==> config.mk <==
export PLATFORM = sky130hd
export DESIGN_NAME = layer_sched
export DESIGN_NICKNAME = d
export VERILOG_FILES = /design/src/rtl/layer_sched.sv
export SDC_FILE = /design/constraint.sdc
export NUM_CORES = 1
export LEC_CHECK = 0
export CAP_MARGIN = 20
export CORE_AREA = 2 2 180 182
export DETAILED_ROUTE_END_ITERATION = 6
export DIE_AREA = 0 0 182 184
export PLACE_DENSITY = 0.58
export RECOVER_POWER = 100
export SLEW_MARGIN = 20
export SYNTH_ARGS = -nofsm -noshare
export SYNTH_HDL_FRONTEND = slang
export SYNTH_SLANG_ARGS = --single-unit
==> constraint.sdc <==
create_clock -name clk -period 10.34 [get_ports clk]
set_clock_uncertainty 0.15 [all_clocks]
set_input_delay 2.068 -clock clk [delete_from_list [all_inputs] [get_ports clk]]
set_output_delay 2.068 -clock clk [all_outputs]
set_load 0.02 [all_outputs]
==> src/rtl/layer_sched.sv <==
// layer_sched: time-multiplexes one shared neu neuron across all neurons of a layer.
// Optional macro LAYER_SCHED_BACKPROP_EN drives z_read/h_read during each WRITE cycle.
module layer_sched #(
    parameter int NEURONS = 4,
    parameter int NEU_LAT = 6,
    parameter int AW      = 4
) (
    input  logic          clk,
    input  logic          rst,
    input  logic          start,
    input  logic [31:0]   x1,
    input  logic [31:0]   x2,
    input  logic [31:0]   x3,
    output logic          busy,
    output logic          done,
    output logic [AW-1:0] w_addr,
    input  logic [95:0]   w_rdata,
    output logic [31:0]   neu_x1,
    output logic [31:0]   neu_x2,
    output logic [31:0]   neu_x3,
    output logic [31:0]   neu_w1,
    output logic [31:0]   neu_w2,
    output logic [31:0]   neu_w3,
    input  logic [31:0]   neu_out,
    output logic          z_read,
    output logic          h_read,
    output logic          y_we,
    output logic [AW-1:0] y_addr,
    output logic [31:0]   y_data
);

    localparam int CW = (NEU_LAT > 1) ? $clog2(NEU_LAT) : 1;
    localparam logic [CW-1:0] CNT_INIT = CW'(NEU_LAT - 1);
    localparam logic [AW-1:0] IDX_LAST = AW'(NEURONS - 1);

    typedef enum logic [2:0] {
        S_IDLE,
        S_FETCH,
        S_ISSUE,
        S_WAIT,
        S_WRITE,
        S_DONE
    } state_t;

    state_t        state_q, state_d;
    logic [AW-1:0] idx_q, idx_d;
    logic [CW-1:0] cnt_q, cnt_d;
    logic [95:0]   x_q, x_d;
    logic [95:0]   w_q, w_d;

    always_ff @(posedge clk or posedge rst) begin
        if (rst) begin
            state_q <= S_IDLE;
            idx_q   <= '0;
            cnt_q   <= '0;
            x_q     <= '0;
            w_q     <= '0;
        end else begin
            state_q <= state_d;
            idx_q   <= idx_d;
            cnt_q   <= cnt_d;
            x_q     <= x_d;
            w_q     <= w_d;
        end
    end

    always_comb begin
        state_d = state_q;
        idx_d   = idx_q;
        cnt_d   = cnt_q;
        x_d     = x_q;
        w_d     = w_q;
        unique case (state_q)
            S_IDLE: begin
                if (start) begin
                    x_d     = {x3, x2, x1};
                    idx_d   = '0;
                    state_d = S_FETCH;
                end
            end
            S_FETCH: state_d = S_ISSUE;
            S_ISSUE: begin
                // Memory data for idx arrives this cycle; weights then stay put until the next ISSUE.
                w_d     = w_rdata;
                cnt_d   = CNT_INIT;
                state_d = S_WAIT;
            end
            S_WAIT: begin
                if (cnt_q == '0) begin
                    state_d = S_WRITE;
                end else begin
                    cnt_d = cnt_q - CW'(1);
                end
            end
            S_WRITE: begin
                if (idx_q == IDX_LAST) begin
                    state_d = S_DONE;
                end else begin
                    idx_d   = idx_q + AW'(1);
                    state_d = S_FETCH;
                end
            end
            S_DONE:  state_d = S_IDLE;
            default: state_d = S_IDLE;
        endcase
    end

    assign busy   = (state_q == S_FETCH) || (state_q == S_ISSUE) ||
                    (state_q == S_WAIT)  || (state_q == S_WRITE);
    assign done   = (state_q == S_DONE);
    assign w_addr = idx_q;
    assign y_addr = idx_q;
    assign y_we   = (state_q == S_WRITE);
    assign y_data = y_we ? neu_out : 32'h0;

    assign {neu_x3, neu_x2, neu_x1} = x_q;
    assign {neu_w3, neu_w2, neu_w1} = w_q;

`ifdef LAYER_SCHED_BACKPROP_EN
    assign z_read = (state_q == S_WRITE);
    assign h_read = (state_q == S_WRITE);
`else
    assign z_read = 1'b0;
    assign h_read = 1'b0;
`endif

endmodule

==> Flow_metrics.wiki <==
{| class="wikitable"
! Metric !! Value
|-
| Leading area contributor after synthesis || sky130_fd_sc_hd__dfrtp_1
|-
| Tot GR Track Use || 15.16%
|-
| Largest net degree at the start of global routing || 80
|-
| Unrepaired setup endpoints after global routing || false
|-
| Part of the power in registers || 31.8%
|-
| Mean routed wirelength per cell || 18.93 um
|-
| DIE HEIGHT || 184 um
|-
| Biggest fanout along the worst timing path || 1
|-
| Port-buffer cells || 461
|-
| Buf+Inv Stages, Crit Path || 2
|-
| Via count || 5897
|-
| Worst hold path type || reg2reg
|-
| Post-synthesis async set-or-reset flop share || 100.0%
|-
| Number of buffers created by CTS || 24
|-
| Outcome || finished, violations left
|-
| Leak Pwr || 0.005763 uW
|-
| Sw Pwr || 1569 uW
|-
| Aggregate negative setup slack || 0 ns
|-
| Arrival @ worst endpoint || 3.61 ns
|-
| Number of unique standard cell types used by synthesis || 31
|-
| Sequence of cells on the critical path || clkdlybuf4s50_1 > and2_1 > dlygate4sd3_1
|-
| Min cycle time layout || 5.828 ns
|-
| Die outline area || 33490 sq um
|-
| Leading cell type in the layout, fill and taps excluded || sky130_fd_sc_hd__dlygate4sd3_1
|-
| GPL Wtd Cong || 0.7578
|-
| Critical path type || in2out
|-
| Switching Share || 35.84%
|-
| Total internal power || 2809 uW
|-
| Slew of the pin with the lowest slew margin || 4.279 ns
|-
| Fillcell total || 2917
|-
| Largest stage delay, worst path || 0.70 ns
|-
| Clock root buffer master || sky130_fd_sc_hd__clkbuf_16
|-
| Violations in the final reports || capacitance limit, slew limit
|-
| Clock Power Share || 19.8%
|-
| Post-cts sizing count || 0
|-
| Antenna-violating nets left || 0
|-
| Via density || 4.233
|-
| Number of iterations in the first detailed-routing pass || 4
|-
| Clock sink count || 202
|-
| Total setup violations reported at the end of the flow || 0
|-
| Worst slack on hold paths || 0.3292 ns
|-
| Mapped Area || 7983 sq um
|-
| Synth Register Bits || 202
|-
| Hold Violations, Final || 0
|-
| Gate count of the mapped netlist || 511
|-
| Post-CTS Setup Repair Bufs || 0
|-
| Gate power share || 48.4%
|-
| I/O Pins || 464
|-
| Placed instance count || 1348
|-
| Post-synthesis to final-layout area growth || 72.07%
|-
| Post-Layout Cell Count || 1393
|-
| Portion of the post-synthesis area used by sequential elements || 63.32%
|-
| Synth warn || 0
|-
| Kind of cell with the highest combined delay on the critical path || buffers and inverters
|-
| Maximum VDD drop || 0.1929 mV
|-
| Wire length of the first global-routing pass || 38.73 mm
|-
| Wire length reported by the detailed router || 26.37 mm
|-
| Initial antenna violation count || 3
|-
| Top library cells by usage in the layout, fill and taps aside || 253 x sky130_fd_sc_hd__dlygate4sd3_1, 208 x sky130_fd_sc_hd__clkdlybuf4s50_1, 202 x sky130_fd_sc_hd__dfrtp_1
|-
| HPWL reported at the end of detailed placement || 20.05 mm
|-
| Type of destination of the critical path || primary output
|-
| Overall overflow remaining after global route || 0
|-
| Max-Cap Viols || 4
|-
| Fraction of layout instances using a drive strength above 1 || 20.00%
|-
| Achievable frequency || 171.6 MHz
|-
| Maximum level of the CTS H-tree || 1
|-
| Longest Clk Path Bufs || 3
|-
| Num rows || 65
|-
| Required time at the worst-slack endpoint || 8.12 ns
|-
| Number of max-slew violations in the final report || 253
|-
| Share of the synthesized area in the top cell type || 63.32%
|-
| DR iter-0 viols || 149
|-
| Final #Nets || 1202
|-
| Utilization of the core after routing || 43.75%
|-
| Clk pin slew, worst setup/hold paths || 0.05 ns
|-
| Clock insertion delay at the later pin of the skew report || 0.51 ns
|-
| Per-instance average area after synthesis || 15.62 sq um
|-
| Count of hold buffers inserted by post-cts repair || 0
|-
| Prevailing post-synth register cell || sky130_fd_sc_hd__dfrtp_1
|-
| Tightest slew margin relative to the limit || -185.3%
|-
| Cell type of the slowest stage on the worst timing path || sky130_fd_sc_hd__dlygate4sd3_1
|-
| Number of design rule violations left after detail routing || 0
|-
| Starting density of the core || 25.43%
|-
| Number of global-route vias before repair || 6220
|-
| Cell types occupying the most area after synthesis || sky130_fd_sc_hd__dfrtp_1 63%, sky130_fd_sc_hd__mux2_2 21%, sky130_fd_sc_hd__mux2_1 5.6%
|-
| Chip Width || 182 um
|-
| Period utilization || 56.37%
|-
| Clock tree from TritonCTS || done
|-
| EDFF count, synth || 0
|-
| Kind of start point of the critical path || input port
|-
| Core ar. || 31390 sq um
|-
| Power density relative to cell area || 318.7 nW/um^2
|}
[state kept, by name, summed over array words and instances, names as in the netlist]
register / cells
cnt_q: 3
state_q: 3
w_addr: 4
w_q: 96
x_q: 96
[layer usage]
metal  share of wire (%)  GRT usage [%]
met4                 2.7          4.065
met3                  12          7.310
met2                  48          25.80
met5               0.049              0
met1                  37          16.98
[path summary, 6_finish.rpt]
path / startpoint / to / slack, ns / cells after the start
max in group asynchronous: rst / w_addr[2]$_DFFE_PP0P_ / 4.95 / 3
min in group asynchronous: rst / w_q[44]$_DFFE_PP0P_ / 3.00 / 2
worst min-delay path: x_q[36]$_DFFE_PP0P_ / x_q[36]$_DFFE_PP0P_ / 0.33 / 1
worst max-delay path: neu_out[5] / y_data[5] / 4.51 / 3
worst min register to register: x_q[36]$_DFFE_PP0P_ / x_q[36]$_DFFE_PP0P_ / 0.33 / 1
worst max register to register: state_q[2]$_DFFE_PP0P_ / w_q[40]$_DFFE_PP0P_ / 5.26 / 3
[kinds of logic (layout without fill, tap and decap cells)]
kind of cell | after synthesis | count (layout) | synth area share (%)
DFF | 202 | 202 | 63.32
buffers and inverters | 38 | 516 | 2.962
and+or+nand+nor | 61 | 61 | 4.796
other | 1 | 3 | 0.04698
AOI/OAI and AO/OA | 9 | 9 | 0.7209
xor gates and xnor gates | 2 | 2 | 0.2195
adders and majority gates | 3 | 3 | 0.4703
muxes | 195 | 195 | 27.46
[synth_stat cells (3+ instances only)]
| cell | count |
|---|---|
| sky130_fd_sc_hd__nand3b_1 | 4 |
| sky130_fd_sc_hd__nor2_1 | 6 |
| sky130_fd_sc_hd__mux2_1 | 40 |
| sky130_fd_sc_hd__nand3_1 | 5 |
| sky130_fd_sc_hd__buf_2 | 12 |
| sky130_fd_sc_hd__nor3b_1 | 4 |
| sky130_fd_sc_hd__mux2i_1 | 3 |
| sky130_fd_sc_hd__ha_1 | 3 |
| sky130_fd_sc_hd__o21ai_0 | 3 |
| sky130_fd_sc_hd__and2_1 | 32 |
| sky130_fd_sc_hd__inv_1 | 4 |
| sky130_fd_sc_hd__mux2_2 | 152 |
| sky130_fd_sc_hd__dfrtp_1 | 202 |
| sky130_fd_sc_hd__buf_6 | 5 |
| sky130_fd_sc_hd__buf_4 | 11 |
| sky130_fd_sc_hd__clkbuf_1 | 6 |
[power by group through the flow]
stage,logic [uW],clock network (uW),registers [uW]
2_1_floorplan,704,0,1890
3_3_place_gp,2250,0,1410
3_5_place_dp,2260,0,1430
4_1_cts,2270,903,1420
5_1_grt,2240,937,1450
6_report,2120,868,1390
[through the flow]
step | power, uW | instance area [sq um] | setup WS, ns
final | 4377 | 13740 | 4.512
after global routing | 4633 | 13740 | 4.222
after CTS | 4593 | 13780 | 4.544
after detailed placement | 3691 | 12950 | 4.544
after global placement | 3669 | 12950 | 4.531
after floorplan | 2594 | 7986 | 2.611
[cell type report]
type	count	area [sq um]	area share, %
Multi-Input combinational cell	272	2684	19.54
Antenna cell	1	2.502	0.01822
Tap cell	402	503.0	3.662
Clock buffer	34	719.4	5.238
Clock inverter	10	103.9	0.7561
Sequential cell	202	5055	36.80
Timing Repair Buffer	468	4652	33.87
Inverter	4	16.27	0.1184
No activity file was read; power rests on OpenSTA's default activity.
